===== src/rtl/uart_rx_fifo_pkg.sv =====
// Shared types for the UART receiver with FIFO.
// Receiver FSM state encodings and parity mode constants.
package uart_rx_fifo_pkg;

  typedef enum logic [2:0] {
    S_IDLE   = 3'd0,
    S_START  = 3'd1,
    S_DATA   = 3'd2,
    S_PARITY = 3'd3,
    S_STOP   = 3'd4,
    S_BREAK  = 3'd5
  } rx_state_e;

  localparam int PAR_NONE = 0;
  localparam int PAR_ODD  = 1;
  localparam int PAR_EVEN = 2;

endpackage


===== src/rtl/sync_fifo.sv =====
// Show-ahead synchronous FIFO with occupancy count.
// Pops are ignored when empty; a push while full lands only alongside a pop.
module sync_fifo #(
  parameter int WIDTH = 10,
  parameter int DEPTH = 4
) (
  input  logic                     clk,
  input  logic                     reset,
  input  logic                     push,
  input  logic [WIDTH-1:0]         wdata,
  input  logic                     pop,
  output logic [WIDTH-1:0]         rdata,
  output logic                     full,
  output logic                     empty,
  output logic [$clog2(DEPTH):0]   count
);

  localparam int AW = $clog2(DEPTH);

  logic [WIDTH-1:0] mem [DEPTH];
  logic [AW-1:0]    wptr;
  logic [AW-1:0]    rptr;
  logic             do_push;
  logic             do_pop;

  assign empty   = (count == '0);
  assign full    = (count == (AW+1)'(DEPTH));
  assign do_pop  = pop & ~empty;
  assign do_push = push & (~full | do_pop);
  assign rdata   = mem[rptr];

  // Storage, pointers and count; pointers wrap naturally at DEPTH.
  always_ff @(posedge clk or negedge reset) begin
    if (!reset) begin
      for (int i = 0; i < DEPTH; i++) mem[i] <= '0;
      wptr  <= '0;
      rptr  <= '0;
      count <= '0;
    end else begin
      if (do_push) begin
        mem[wptr] <= wdata;
        wptr      <= wptr + AW'(1);
      end
      if (do_pop) rptr <= rptr + AW'(1);
      unique case ({do_push, do_pop})
        2'b10:   count <= count + (AW+1)'(1);
        2'b01:   count <= count - (AW+1)'(1);
        default: count <= count;
      endcase
    end
  end

endmodule


===== src/rtl/uart_rx_fifo.sv =====
// UART receiver: synchroniser, framing FSM, parity check,
// and a show-ahead receive FIFO with sticky overrun.
module uart_rx_fifo
  import uart_rx_fifo_pkg::*;
#(
  parameter int CLK_FREQ   = 100_000_000,
  parameter int BAUD_RATE  = 9600,
  parameter int DATA_BITS  = 8,
  parameter int PARITY     = 0,
  parameter int FIFO_DEPTH = 4
) (
  input  logic                          clk,
  input  logic                          reset,
  input  logic                          rxd,
  input  logic                          rx_read_en,
  output logic [DATA_BITS-1:0]          rx_data,
  output logic                          rx_valid,
  output logic                          rx_frame_err,
  output logic                          rx_parity_err,
  output logic                          overrun,
  output logic [$clog2(FIFO_DEPTH):0]   fifo_count,
  output logic [2:0]                    debug_state
);

  localparam int CPB = CLK_FREQ / BAUD_RATE;
  localparam int CW  = $clog2(CPB) + 1;
  localparam int BW  = $clog2(DATA_BITS) + 1;
  localparam int FW  = DATA_BITS + 2;

  localparam logic [CW-1:0] HALF = CW'(CPB / 2);
  localparam logic [CW-1:0] LAST = CW'(CPB - 1);
  localparam logic [BW-1:0] TOPB = BW'(DATA_BITS - 1);

  rx_state_e            state, state_n;
  logic [CW-1:0]        cnt, cnt_n;
  logic [BW-1:0]        bits, bits_n;
  logic [DATA_BITS-1:0] shreg, shreg_n;
  logic                 perr, perr_n;
  logic                 sync1, rxs;
  logic                 push, ferr;
  logic                 full, empty, pop_ok;
  logic [FW-1:0]        head;

  // Two-flop synchroniser; idles high.
  always_ff @(posedge clk or negedge reset) begin
    if (!reset) begin
      sync1 <= 1'b1;
      rxs   <= 1'b1;
    end else begin
      sync1 <= rxd;
      rxs   <= sync1;
    end
  end

  // Receiver state and datapath registers.
  always_ff @(posedge clk or negedge reset) begin
    if (!reset) begin
      state <= S_IDLE;
      cnt   <= '0;
      bits  <= '0;
      shreg <= '0;
      perr  <= 1'b0;
    end else begin
      state <= state_n;
      cnt   <= cnt_n;
      bits  <= bits_n;
      shreg <= shreg_n;
      perr  <= perr_n;
    end
  end

  // Next-state, sampling and push generation.
  always_comb begin
    state_n = state;
    cnt_n   = cnt;
    bits_n  = bits;
    shreg_n = shreg;
    perr_n  = perr;
    push    = 1'b0;
    ferr    = 1'b0;
    unique case (state)
      S_IDLE: begin
        if (!rxs) begin
          cnt_n   = '0;
          state_n = S_START;
        end
      end
      S_START: begin
        if (cnt == HALF) begin
          cnt_n   = '0;
          bits_n  = '0;
          perr_n  = 1'b0;
          state_n = rxs ? S_IDLE : S_DATA;
        end else begin
          cnt_n = cnt + CW'(1);
        end
      end
      S_DATA: begin
        if (cnt == LAST) begin
          cnt_n   = '0;
          shreg_n = {rxs, shreg[DATA_BITS-1:1]};
          bits_n  = bits + BW'(1);
          if (bits == TOPB)
            state_n = (PARITY != PAR_NONE) ? S_PARITY : S_STOP;
        end else begin
          cnt_n = cnt + CW'(1);
        end
      end
      S_PARITY: begin
        if (cnt == LAST) begin
          cnt_n   = '0;
          perr_n  = (PARITY == PAR_ODD) ? ~(^shreg ^ rxs)
                                        : (^shreg ^ rxs);
          state_n = S_STOP;
        end else begin
          cnt_n = cnt + CW'(1);
        end
      end
      S_STOP: begin
        if (cnt == LAST) begin
          cnt_n   = '0;
          push    = 1'b1;
          ferr    = ~rxs;
          state_n = rxs ? S_IDLE : S_BREAK;
        end else begin
          cnt_n = cnt + CW'(1);
        end
      end
      S_BREAK: begin
        if (rxs) state_n = S_IDLE;
      end
      default: state_n = S_IDLE;
    endcase
  end

  assign pop_ok = rx_read_en & ~empty;

  sync_fifo #(
    .WIDTH (FW),
    .DEPTH (FIFO_DEPTH)
  ) u_fifo (
    .clk   (clk),
    .reset (reset),
    .push  (push),
    .wdata ({shreg, ferr, perr}),
    .pop   (rx_read_en),
    .rdata (head),
    .full  (full),
    .empty (empty),
    .count (fifo_count)
  );

  // Sticky overrun: set on a dropped frame, cleared by an accepted pop.
  always_ff @(posedge clk or negedge reset) begin
    if (!reset)
      overrun <= 1'b0;
    else if (push && full && !pop_ok)
      overrun <= 1'b1;
    else if (pop_ok)
      overrun <= 1'b0;
  end

  assign rx_valid      = ~empty;
  assign rx_data       = head[FW-1:2];
  assign rx_frame_err  = head[1];
  assign rx_parity_err = head[0];
  assign debug_state   = state;

endmodule


===== config.mk =====
export PLATFORM = sky130hd
export DESIGN_NAME = uart_rx_fifo
export DESIGN_NICKNAME = d
export VERILOG_FILES = /design/src/rtl/uart_rx_fifo_pkg.sv /design/src/rtl/sync_fifo.sv /design/src/rtl/uart_rx_fifo.sv
export SDC_FILE = /design/constraint.sdc
export NUM_CORES = 1
export LEC_CHECK = 0
export ABC_AREA = 1
export BUFFER_PORTS_ARGS = -buffer_cell sky130_fd_sc_hd__clkbuf_2
export CAP_MARGIN = 20
export CORE_ASPECT_RATIO = 1.75
export CORE_MARGIN = 10
export CORE_UTILIZATION = 25
export CTS_BUF_LIST = sky130_fd_sc_hd__clkbuf_8
export DETAILED_ROUTE_END_ITERATION = 8
export GPL_ROUTABILITY_DRIVEN = 0
export PLACE_DENSITY = 0.4
export SLEW_MARGIN = 40
export SYNTH_ARGS = -nofsm -noshare
export SYNTH_HDL_FRONTEND = slang
export SYNTH_SLANG_ARGS = --single-unit
export TNS_END_PERCENT = 5

===== constraint.sdc =====
create_clock -name clk -period 2.62 [get_ports clk]
set_clock_uncertainty 0.1 [all_clocks]
set_input_delay 0.131 -clock clk [delete_from_list [all_inputs] [get_ports clk]]
set_output_delay 0.131 -clock clk [all_outputs]
set_load 0.01 [all_outputs]

Word level (Yosys, flattened, before mapping). Cells that the tools add are included.

Register bits: 81. Word-level logic and storage cells: 102. Output and inout bits: 18. Bits of input ports: 4.

Order comparisons: 3. Equal/unequal tests: 18. Add/sub/neg operators: 6. Muxes and demuxes: 33. Bitwise logic cells: 9. Reductions and logical operators: 18.

Operators by type and width (count): 2-to-1 mux 15 bit (3); one-hot mux 15 bit (3 select lines) (1); bitwise mux 40 bit (1); 2-to-1 mux 10 bit (3); 2-to-1 mux 3 bit (8); binary-select mux 10 bit (select 2 bit) (1); demux 10 bit (select 2 bit) (1); one-hot mux 3 bit (6 select lines) (1); adder 15 x 1 -> 15 bit (second input constant) (1); == test 15 x 13 -> 1 bit (second input constant) (1); == test 15 x 14 -> 1 bit (second input constant) (1); inequality test 2 bit (second input constant) (7); == test 3 bit (second input constant) (3); 2-to-1 mux 1 bit (8); 2-to-1 mux 4 bit (2); one-hot mux 4 bit (2 select lines) (1); nonzero test 2 bit (4); XOR reduction 8 bit (1); AND reduction 7 bit (1); == test 3 x 2 -> 1 bit (second input constant) (2); greater-or-equal comparator 3 bit (second input constant) (2); logical NOT 3 bit (2); inverter 2 -> 3 bit (2); one-hot mux 3 bit (2 select lines) (1); 21 further kinds (29).

Logic depth before layout (Yosys ltp). Gate-level depths: netlist of the first run.

Word-level depth: 7. Mapped depth: 12. Mapped depth without buffers: 12.

Modules after synthesis. From an unflattened synthesis of the first run, not the netlist that was laid out.

Cells, all modules: 579. Area, all modules: 4531.8 µm².

By module, submodules not included: sync_fifo (instances 1, area each 2429.8 µm², seq. area each 1176.1 µm², cells an instance 281); uart_rx_fifo (instances 1, area each 2102.0 µm², seq. area each 853.3 µm², cells an instance 298).

Worst setup path before layout of the first run. Ideal clock, no wire load.

Kind: register -> register. Start: register u_fifo.count[1]. End: register u_fifo.count[2]. Path buffers: 0. Clock period less this slack: 2.429 ns. Arrival time: 2.198 ns. Data required time: 2.389 ns. Slack: 0.191 ns. Stages on the path, launching flop included: 12. Library setup time: 0.131 ns. Cell sequence: dfrtp_1 nor2_1 nand2_1 nand2_1 nand3_2 nand3_4 ha_1 inv_1 fa_1 a21oi_1 o21ai_0 xor2_1.

Cells in the longest elaborated chain, start to end: 7. Elaborated cells between the ends (all ways): 13. Classes of those cells: 2 x add/sub; 3 x eq/ne; 1 x mux; 5 x bitwise; 2 x reduce/logical.

Ends and longest elaborated chain: start, declared (RTL line sync_fifo.sv:15) `output logic [$clog2(DEPTH):0] count`; start signal, assigned (RTL line sync_fifo.sv:46) `2'b10: count <= count + (AW+1)'(1);`; start signal, assigned (RTL line sync_fifo.sv:47) `2'b01: count <= count - (AW+1)'(1);`; start signal, assigned (RTL line sync_fifo.sv:48) `default: count <= count;`; logical NOT 3 bit (*) (RTL line sync_fifo.sv:26) `assign empty = (count == '0);`; inverter 1 bit (*); named net rx_valid (RTL line uart_rx_fifo.sv:17) `output logic rx_valid,`; AND 1 bit (*) (RTL line sync_fifo.sv:28) `assign do_pop = pop & ~empty;`; OR 1 bit (RTL line sync_fifo.sv:29) `assign do_push = push & (~full | do_pop);`; AND 1 bit (RTL line sync_fifo.sv:29); == test 2 x 1 -> 1 bit / == test 2 bit (equally long branches) (RTL line sync_fifo.sv:45) `unique case ({do_push, do_pop})`; one-hot mux 3 bit (2 select lines) / nonzero test 2 bit (equally long branches).

The timed path passes the listed nets; every way through them passes the cells marked *. A chain may end at the register's enable or synchronous reset.

Final worst setup path of the first run.
Start: register cnt[0]. End: register u_fifo.count[2].

Cells in the longest elaborated chain, start to end: 6. Elaborated cells between the ends (all ways): 8. Classes of those cells: 3 x eq/ne; 3 x mux; 1 x bitwise; 1 x reduce/logical.

Ends and longest elaborated chain: start, declared (RTL line uart_rx_fifo.sv:35) `logic [CW-1:0] cnt, cnt_n;`; start signal, assigned (RTL line uart_rx_fifo.sv:65) `cnt <= cnt_n;`; == test 15 x 14 -> 1 bit (*) (RTL line uart_rx_fifo.sv:120) `if (cnt == LAST) begin`; 2-to-1 mux 1 bit (*) (RTL line uart_rx_fifo.sv:120); 2-to-1 mux 1 bit (*) (RTL line uart_rx_fifo.sv:81) `unique case (state)`; AND 1 bit (*) (RTL line sync_fifo.sv:29); == test 2 x 1 -> 1 bit / == test 2 bit (equally long branches) (RTL line sync_fifo.sv:45); one-hot mux 3 bit (2 select lines) / nonzero test 2 bit (equally long branches).

Mark *: on every way between the ends. The rest lies on a longest branch, timed or not.

==> summary.txt, run 1 <==
Outcome
  • Status: complete, no violations

Die
  • Die H: approximately 190 um
  • Die Width: around 120 um
  • Effective utilization at floorplan: 25.5%
  • Row cnt: 63
  • IO Pins: 22
  • Die footprint: roughly 23000 um^2
  • Core Region: around 17000 um^2

Worst setup path
  • Worst reg2reg path depth: 12
  • Startpoint Class: flip-flop
  • Crit path max fanout: 7
  • Critical Path RT: ~2800 ps
  • CP Capture Type: flip-flop
  • CP Class: flip-flop to flip-flop
  • Crit path DAT: 2490 ps

Yosys
  • Dominant cells by area after synthesis: dfrtp_1 46%, nand2_1 20%, nor2_1 5.8%
  • Largest area contributor in the netlist: dfrtp_1
  • Unique masters post-synth: 30
  • Ys Warns: 0
  • Mapped Cells: 579
  • Post-synth top area share: roughly 46%
  • FFs w/ async S/R, synth: 100%
  • Syn Nets: between 500 and 600
  • Number of flops mapped to enable cells by yosys: 0
  • Mapped Area: between 4000 and 5000 um^2
  • Synthesized flop and latch total: roughly 80
  • Sequential-to-total area share from yosys stat: approximately 47%
  • Top_reg_cell synth: dfrtp_1
  • Avg Cell Area, Syn: ~7.5 um^2

Clock network
  • CTS tree: done
  • Number of buffers created by CTS: 9
  • Clk slew on worst S/H paths: roughly 90 ps
  • Root buf cell: clkbuf_8
  • Clock buffer depth: 2
  • CTS Sinks: around 80
  • Post-cts repair resize count: 0
  • H-tree levels: 3
  • Worst-Skew Late Latency: roughly 360 ps

Final layout
  • FF/Latch Area: roughly 2000 um^2
  • Most common cell after layout, fill and taps aside: nand2_1
  • Final #Nets: ~620
  • Ant. Diodes: 0
  • Final instance area: 4970 um^2
  • Most frequent cells in the layout: 231 x nand2_1, 79 x dfrtp_1, 67 x nor2_1, 47 x inv_1, 39 x o21ai_0
  • # fillers: 1933
  • Area of the multi-input gates: between 2000 and 2500 um^2
  • Layout area overhead: 14.6%
  • Layout cells sized above 1: 10.6%

Power
  • VDD IR-drop max: 0.000201 V
  • P_int: between 1.5 and 2 mW
  • Leakage: 2.49 nW
  • Seq pwr share: ~45%
  • PwrDens: about 600 nW/um^2
  • Sw Ratio: between 30 and 40%
  • Psw: roughly 1.1 mW
  • Combinational Power Share: between 20% and 30%
  • Clock power share: 29.3%

Route
  • DR WL/cell: roughly 15 um
  • DRT antenna net count: 0
  • Via density: approximately 4.5
  • Vias post-DR: roughly 3800
  • Drt drc: 0
  • Drt first-iter violations: about 170
  • Pre-Repair DR Iteration Count: 4
  • Post-Route WL: 12400 um

Place
  • DP Area: ~4800 um^2
  • Number of port buffers: 21
  • DPL Wire Length: about 9100 um

Global routing
  • Largest net degree at the start of global routing: 47
  • First-pass GRT wire length: 20500 um
  • Grt ovf: 0
  • Number of global-route vias before repair: roughly 4000
  • Antenna violations before repair: 0
  • All-Layer GR Usage: a little over a tenth

Timing
  • Slew @ Worst Pin: about 700 ps
  • Slew HR: a little over half
  • Setup TNS: 0 ps
  • Final Cycle Share: 89.6%
  • Crit path time final: 2350 ps
  • Final hold vios: 0
  • Final setup vio count: 0
  • RSZ-0062 raised after global routing: false
  • Pins Over Slew Limit: 0
  • F_max: about 430 MHz

Hold path
  • WHS Path Cells: 4
  • Worst Hold Class: primary input to flip-flop

Flow run
  • Max_cap viols: 0
[cell type report]
class | instances | area share, %
Multi-Input combinational cell | 437 | 41.7
Sequential cell | 81 | 40.8
Tap cell | 227 | 5.72
Timing Repair Buffer | 33 | 4.33
Inverter | 49 | 3.70
Clock buffer | 9 | 2.49
Clock inverter | 7 | 1.21
[metal layers]
metal / share of wire [%] / global-route usage, %
met4: 1.4 / 3.53
met3: 2.8 / 2.16
met5: 0 / 0
met1: 39 / 11.5
met2: 56 / 21.0
[synthesized netlist by cell type (3+ instances only)]
cell type,number
nand2_1,231
dfrtp_1,79
nor2_1,67
inv_1,47
o21ai_0,39
nand3_1,35
xor2_1,12
o22ai_1,10
clkbuf_1,8
ha_1,8
nand4_1,8
nor2_4,5
buf_2,4
nand4_2,4
o211ai_1,3
[power groups by stage]
stage	combinational, mW	clock (mW)	sequential (mW)
4_1_cts	0.803	0.935	1.36
3_3_place_gp	0.791	0	1.38
2_1_floorplan	0.471	0	1.36
5_1_grt	0.875	0.984	1.37
3_5_place_dp	0.800	0	1.39
6_report	0.773	0.884	1.36
[kinds of logic (layout without fill, tap and decap cells)]
| kind of cell | after synthesis | in the layout | synth area share, % |
|---|---|---|---|
| compound gates | 56 | 56 | 7.10 |
| xor+xnor | 13 | 13 | 2.63 |
| fa+ha+maj | 9 | 9 | 2.77 |
| buf+inv | 61 | 98 | 5.40 |
| flops | 81 | 81 | 46.8 |
| simple gates | 359 | 359 | 35.3 |
[through the flow]
stage / std cells / total power, mW / hold WS (ps) / util, % / worst slack [ps]
5_1_grt: 843 / 3.23 / 106 / 29.2 / 121
6_report: 843 / 3.02 / 76.8 / 29.2 / 272
3_5_place_dp: 825 / 2.19 / 55.2 / 28.0 / 287
2_1_floorplan: 579 / 1.83 / -265 / - / 191
3_3_place_gp: 825 / 2.17 / 52.6 / 28.0 / 279
4_1_cts: 843 / 3.10 / 72.6 / 29.2 / 282
[worst max-delay path, cell delays in order (launching register included)]
cell     delay [ps]
dfrtp_1         450
ha_1            270
nand2_1         140
inv_1            80
nand3_2         100
nor2_4           60
nand3_4          50
ha_1            150
inv_1            60
fa_1            380
a21oi_1         140
o21ai_0         110
xor2_1          150
[registers in the layout, indices dropped and copies added, names as in the netlist]
register / count
rxs: 1
perr: 1
u_fifo.mem: 40
overrun: 1
u_fifo.count: 3
cnt: 15
u_fifo.rptr: 2
bits: 4
u_fifo.wptr: 2
sync1: 1
debug_state: 3
shreg: 8
[worst paths after layout]
path / endpoint / from / slack (ps)
setup / recovery: u_fifo.count[2] / cnt[0] / 270
hold / removal: overrun / rx_read_en / 80
setup reg to reg: u_fifo.count[2] / cnt[0] / 270
hold reg to reg: rxs / sync1 / 260
max in group asynchronous: bits[2] / reset / 1580
min in group asynchronous: u_fifo.count[0] / reset / 190
[timing repair]
action | 4_1_cts | 5_1_grt
endpoints found under the hold margin | 34 | 0
endpoints found under the setup margin | 0 | 0
hold buffers | 2 | 0
buffers inserted | 0 | 0
(Power assumes the default switching activity.)
==> inputs of run 2 (changes only) <==
- ABC_AREA: 1 -> unset
- SETUP_SLACK_MARGIN: unset -> 0.5
==> run 2 against run 1 <==
Critical path depth is 3 lower. Area after synthesis is 2.6% lower. Sequential power hardly changed. Non-clock buffer count is 16 higher. Largest power group unchanged.
==> summary.txt, run 2 <==
Outcome
  • Status: complete, no violations

Power
  • Leakage: 2.37 nW (-4.9%)
  • PwrDens: 533 nW/um^2 (-12%)
  • VDD IR-drop max: 0.000181 V (-10%)

Route
  • Vias post-DR: 2715 (-29%)
  • Drt first-iter violations: 197 (+14%)
  • DRT antenna net count: 0 (unchanged)
  • DR WL/cell: 16.8 um (+14%)
  • Pre-Repair DR Iteration Count: 7 (+3)
  • Drt drc: 0 (unchanged)
  • Post-Route WL: 10100 um (-19%)
  • Via density: 4.51 (-0.50%)

Die
  • IO Pins: 22 (unchanged)
  • Effective utilization at floorplan: 25.5% (+0.086 points)
  • Die H: 192 um (-1.2%)
  • Die Width: 118 um (-1.1%)
  • Die footprint: 22700 um^2 (-2.3%)
  • Row cnt: 62 (-1.6%)
  • Core Region: 16500 um^2 (-3.0%)

Timing
  • Slew @ Worst Pin: 646 ps (-54.4 ps)
  • RSZ-0062 raised after global routing: true
  • F_max: 444 MHz (+4.2%)
  • Slew HR: 57.0% (+3.7 points)
  • Final hold vios: 0 (unchanged)
  • Crit path time final: 2250 ps (-95.1 ps)
  • Setup TNS: 0 ps (unchanged)
  • Final Cycle Share: 86.0% (-3.6 points)
  • Final setup vio count: 0 (unchanged)
  • Pins Over Slew Limit: 0 (unchanged)

Place
  • DP Area: 4600 um^2 (-3.4%)
  • DPL Wire Length: 6750 um (-26%)
  • Number of port buffers: 21 (unchanged)

Final layout
  • Layout area overhead: 18.1%
  • Final instance area: 4980 um^2 (+0.33%)
  • Most common cell after layout, fill and taps aside: dfrtp_1
  • Max FFs per register: 40 (unchanged)
  • Most frequent cells in the layout: 69 x dfrtp_1, 33 x mux2_4, 25 x buf_4, 20 x clkbuf_2, 18 x nand2_1
  • Final #Nets: 386 (-38%)
  • Top reg by flops: u_fifo.mem
  • Util after Layout: 30.2% (+0.99 points)
  • Layout cells sized above 1: 39.9% (+29 points)
  • Largest registers: u_fifo.mem (40), cnt (15), shreg (8)
  • Ant. Diodes: 0 (unchanged)

Clock network
  • CTS tree: done
  • Worst-Skew Late Latency: 360 ps (about the same)
  • Clk slew on worst S/H paths: 100 ps (about the same)
  • Root buf cell: clkbuf_8
  • CTS Sinks: 81 (unchanged)
  • Number of buffers created by CTS: 9 (unchanged)
  • Clock buffer depth: 2 (unchanged)
  • H-tree levels: 3 (unchanged)

Yosys
  • Top_reg_cell synth: dfrtp_1
  • Dominant cells by area after synthesis: dfrtp_1 47%, mux2_4 12%, mux4_2 5.3%
  • Unique masters post-synth: 54 (+80%)
  • FFs w/ async S/R, synth: 100% (unchanged)
  • Most frequent cells after synthesis: 79 x dfrtp_1, 33 x mux2_4, 19 x o21ai_0
  • Mapped Area: 4220 um^2 (-2.6%)
  • Avg Cell Area, Syn: 12.7 um^2 (+70%)
  • Syn Nets: 345 (-42%)
  • Ys Warns: 0 (unchanged)
  • Synthesized flop and latch total: 81 (unchanged)
  • Sequential-to-total area share from yosys stat: 48.1% (+1.3 points)
  • Mapped Cells: 332 (-43%)
  • Most frequent cell after synthesis: dfrtp_1
  • Number of flops mapped to enable cells by yosys: 0 (unchanged)
  • Post-synth top area share: 46.8% (+1.2 points)
  • Largest area contributor in the netlist: dfrtp_1

Global routing
  • Grt ovf: 0 (unchanged)
  • Number of global-route vias before repair: 2929 (-26%)
  • All-Layer GR Usage: 9.12% (-1.9 points)
  • First-pass GRT wire length: 16500 um (-20%)
  • Largest net degree at the start of global routing: 53 (+13%)
  • Antenna violations before repair: 0 (unchanged)

Worst setup path
  • Startpoint Class: flip-flop
  • Crit path max fanout: 2 (-5)
  • Crit path DAT: 2400 ps (-90 ps)
  • CP Capture Type: flip-flop
  • Critical Path RT: 2770 ps (about the same)
  • CP Class: flip-flop to flip-flop

Flow run
  • Max_cap viols: 0 (unchanged)

Hold path
  • Worst Hold Class: primary input to async pin
[run 2: cell count changes after synthesis, moves of 9 or more]
cell,delta
inv_1,-33
mux2_2,+11
mux2_4,+33
mux4_2,+10
nand2_1,-213
nand3_1,-29
nor2_1,-59
o21ai_0,-20
o22ai_1,-10
xnor2_1,+9
[run 2: cells by family after synthesis]
logic type / synth area share [%]
multiplexers: 20.8
buffers and inverters: 4.09
AND/OR/NAND/NOR: 12.7
flip-flops: 48.1
adder cells (fa/ha/maj): 2.85
XOR/XNOR: 3.32
AO/OA/AOI/OAI: 8.18
[run 2: final timing paths]
path	startpoint	end	slack, ps	cells after the start
min reg2reg	sync1	rxs	260	0
max in group asynchronous	reset	rxs	1580	3
max	cnt[6]	u_fifo.count[2]	370	9
min in group clk	sync1	rxs	260	0
max reg2reg	cnt[6]	u_fifo.count[2]	370	9
min	reset	u_fifo.mem[8]	150	2
[run 2: repair_timing]
| action | in CTS | in global routing |
|---|---|---|
| endpoints found under the setup margin | 66 | 67 |
| setup buffers | 10 | 4 |
| hold buffers | 3 | 0 |
| pin swaps | 5 | 5 |
| hold endpoints to repair | 31 | 0 |
| resized for setup | 16 | 7 |
[run 2: area by class of cell]
class                      instances  area (um^2)
timing repair buffer              49          338
tap                              224          280
clock inverter                     6         50.0
fill                            1685        11500
multi-input combinational        218         2080
inverter                          14         52.6
sequential                        81         2040
clock buffer                      10          138
[run 2: stage by stage]
step                setup slack [ps]  total power, mW  std cells  hold WS, ps
finish                           367             2.66        602          155
detailed placement               168             1.77        569         4.38
CTS                              338             2.71        598          161
global route                     276             2.80        602          191
global placement                 232             1.76        569        0.819
floorplan                        272             1.61        332         -265
[run 2: layer usage]
metal / vias up / wire length (um) / track usage, % / part of all wire, %
li1: 1279 / - / - / -
met1: 1399 / 4050 / 9.91 / 40
met2: 29 / 5530 / 16.8 / 55
met3: 8 / 352 / 2.12 / 3.5
met4: 0 / 163 / 3.44 / 1.6
met5: - / 0 / 0 / 0
[run 2: critical path: stages (launching register included)]
cell and delay [ps]:
dfrtp_2 440, nor4b_4 300, nand4_1 140, or3_4 410
ha_4 170, inv_2 50, fa_2 180, xor2_1 140
nor2_1 70, xor2_1 130
[run 2: where the power goes]
group / switching, mW / leakage, nW / internal (mW)
clock network: 0.523 / 0.0895 / 0.381
logic: 0.184 / 1.20 / 0.179
registers: 0.0980 / 1.08 / 1.29
total: 0.805 / 2.37 / 1.85
==> inputs of run 3 (changes only) <==
- CTS_BUF_LIST: sky130_fd_sc_hd__clkbuf_8 -> sky130_fd_sc_hd__clkbuf_4 sky130_fd_sc_hd__clkbuf_8 sky130_fd_sc_hd__clkbuf_16
- PLACE_DENSITY: 0.4 -> unset
- PLACE_DENSITY_LB_ADDON: unset -> 0.2
==> run 3 against run 2 <==
Power increased by 19%. Design area up 1.7%. Global-route usage is 0.11 points higher.
==> summary.txt, run 3 (synthesized netlist as in run 2, its figures left out) <==
Global routing
  • Number of global-route vias before repair: 2966 (+1.3%)
  • All-Layer GR Usage: 9.23% (+0.11 points)
  • Largest net degree at the start of global routing: 52 (-1.9%)
  • Antenna violations before repair: 0 (unchanged)
  • Grt ovf: 0 (unchanged)
  • First-pass GRT wire length: 16400 um (-0.21%)

Route
  • Drt first-iter violations: 155 (-21%)
  • DR WL/cell: 16.5 um (-1.5%)
  • Via density: 4.54 (+0.71%)
  • Drt drc: 0 (unchanged)
  • Post-Route WL: 9880 um (-2.1%)
  • DRT antenna net count: 0 (unchanged)
  • Vias post-DR: 2716 (+0.037%)
  • Pre-Repair DR Iteration Count: 4 (-3)

Timing
  • Final setup vio count: 0 (unchanged)
  • Pins Over Slew Limit: 0 (unchanged)
  • F_max: 445 MHz (+0.21%)
  • Crit path time final: 2250 ps (-4.61 ps)
  • Final Cycle Share: 85.8% (-0.18 points)
  • Slew HR: 53.2% (-3.8 points)
  • Slew @ Worst Pin: 702 ps (+56.3 ps)
  • RSZ-0062 raised after global routing: true
  • Final hold vios: 0 (unchanged)
  • Final hold slack: 183 ps (+28.2 ps)
  • Setup TNS: 0 ps (unchanged)

Clock network
  • Number of buffers created by CTS: 9 (unchanged)
  • Clock buffer depth: 2 (unchanged)
  • Root buf cell: clkbuf_16
  • CTS Sinks: 81 (unchanged)
  • CTS tree: done
  • Worst-Skew Late Latency: 340 ps (-20 ps)
  • Clk slew on worst S/H paths: 60 ps (-40 ps)
  • H-tree levels: 3 (unchanged)

Worst setup path
  • Worst path max stage delay: 450 ps (about the same)
  • Crit path max fanout: 5 (+3)
  • CP Capture Type: flip-flop
  • Setup slack, reg-to-reg: 370 ps (about the same)
  • Reg2reg start: cnt[6]
  • Worst path cell trace: nor4b_4, nand4_1, or3_4, ha_4, inv_2, fa_2, xor2_1, nor2_1, xor2_1
  • Critical Path RT: 2740 ps (-30 ps)
  • Most used cell, CP: xor2_1
  • Startpoint Class: flip-flop
  • CP Class: flip-flop to flip-flop
  • Crit path DAT: 2370 ps (-30 ps)
  • Crit path max-delay cell type: dfrtp_2
  • Reg-to-Reg End: u_fifo.count[2]
  • Worst reg2reg path depth: 9 (unchanged)

Hold path
  • Hold_sp: rx_read_en
  • Worst Hold End: u_fifo.rptr[0]
  • WHS Path Cells: 3
  • Worst Hold Class: primary input to flip-flop

Place
  • DP Area: 4610 um^2 (+0.22%)
  • Number of port buffers: 21 (unchanged)
  • Placed cells: 572 (+0.53%)
  • DPL Wire Length: 6770 um (+0.37%)

Final layout
  • Final std cells w/o fill: 598 (-0.66%)
  • Ant. Diodes: 0 (unchanged)
  • Layout cells sized above 1: 37.7% (-2.2 points)
  • Largest registers: u_fifo.mem (40), cnt (15), shreg (8)
  • Most common cell after layout, fill and taps aside: dfrtp_1
  • Layout area overhead: 20.0%
  • Most frequent cells in the layout: 74 x dfrtp_1, 33 x mux2_4, 22 x buf_4, 20 x clkbuf_2
  • Top reg by flops: u_fifo.mem
  • Final instance area: 5070 um^2 (+1.7%)
  • Max FFs per register: 40 (unchanged)
  • Final #Nets: 382 (-1.0%)

Die
  • Row cnt: 62 (unchanged)
  • Effective utilization at floorplan: 25.5% (unchanged)
  • Die H: 192 um (unchanged)
  • Die Width: 118 um (unchanged)
  • Die footprint: 22700 um^2 (unchanged)
  • Core Region: 16500 um^2 (unchanged)
  • IO Pins: 22 (unchanged)

Outcome
  • Status: complete, no violations

Flow run
  • Max_cap viols: 0 (unchanged)

Power
  • Clock power share: 44.1% (+10 points)
  • Sw Ratio: 25.7% (-4.6 points)
  • Psw: 0.811 mW (+0.71%)
  • Combinational Power Share: 12.2% (-1.4 points)
  • Leakage: 2.42 nW (+2.1%)
  • P_int: 2.35 mW (+27%)
  • Tot Pwr: 3.16 mW (+19%)
  • PwrDens: 623 nW/um^2 (+17%)
  • VDD IR-drop max: 0.000287 V (+59%)
  • Seq pwr share: 43.6% (-8.7 points)
==> run 3: cell types whose count changed in the layout (fill, tap and decap cells not counted), moves of 2 or more <==
cell	delta
inv_6	-2
clkbuf_8	-9
dfrtp_2	-5
clkinvlp_4	-2
clkbuf_16	+9
bufinv_16	+2
buf_4	-3
dfrtp_1	+5
==> run 3: power groups by stage <==
| stage | clock (mW) | sequential [mW] | combinational, mW |
|---|---|---|---|
| floorplan | 0 | 1.37 | 0.243 |
| global placement | 0 | 1.40 | 0.373 |
| detailed placement | 0 | 1.40 | 0.386 |
| CTS | 1.44 | 1.38 | 0.402 |
| global route | 1.49 | 1.39 | 0.435 |
| finish | 1.39 | 1.38 | 0.386 |
==> run 3: worst max path at each step <==
stage	depth (start not counted)	endpoint	slack, ps	from
final	9	u_fifo.count[2]	370	cnt[6]
after global routing	7	u_fifo.count[1]	260	cnt[6]
after CTS	9	u_fifo.count[2]	320	cnt[6]
after detailed placement	8	u_fifo.count[1]	170	cnt[0]
after global placement	10	u_fifo.count[2]	220	cnt[0]
after floorplan	11	u_fifo.count[2]	270	cnt[0]
==> run 3: repair_timing <==
item,4_1_cts,5_1_grt
resized for setup,11,4
buffers inserted,5,2
hold buffers,3,0
setup endpoints to repair,63,70
hold endpoints to repair,50,0
pin swaps,6,3
==> run 3: layer usage <==
metal  routed length [um]  part of all wire [%]  vias to the layer above  global-route usage, %
li1                     -                     -                     1275                      -
met2                 5390                    55                       36                   16.9
met4                  211                   2.1                        0                   4.01
met3                  283                   2.9                       17                   2.15
met5                    0                     0                        -                      0
met1                 3990                    40                     1388                   9.91
==> run 3: per-stage QoR <==
stage	util, %	setup slack, ps
global route	30.7	258
finish	30.7	372
CTS	30.5	319
detailed placement	27.9	165
floorplan	-	272
global placement	27.9	224
==> run 3: final cells by class <==
| class | instances | area [um^2] |
|---|---|---|
| multi-input cells | 218 | 2070 |
| inverters | 14 | 52.6 |
| clock buffers | 10 | 239 |
| flip-flops and latches | 81 | 2040 |
| well taps | 224 | 280 |
| fillers | 1662 | 11500 |
| repair buffers | 45 | 295 |
| clock inverters | 6 | 91.3 |
==> run 3: worst max-delay path, delay by kind of cell (launching register included) <==
| kind | cells | cell delay [ps] |
|---|---|---|
| simple gates | 4 | 920 |
| buf+inv | 1 | 50 |
| flops | 1 | 450 |
| fa+ha+maj | 2 | 350 |
| xor+xnor | 2 | 260 |
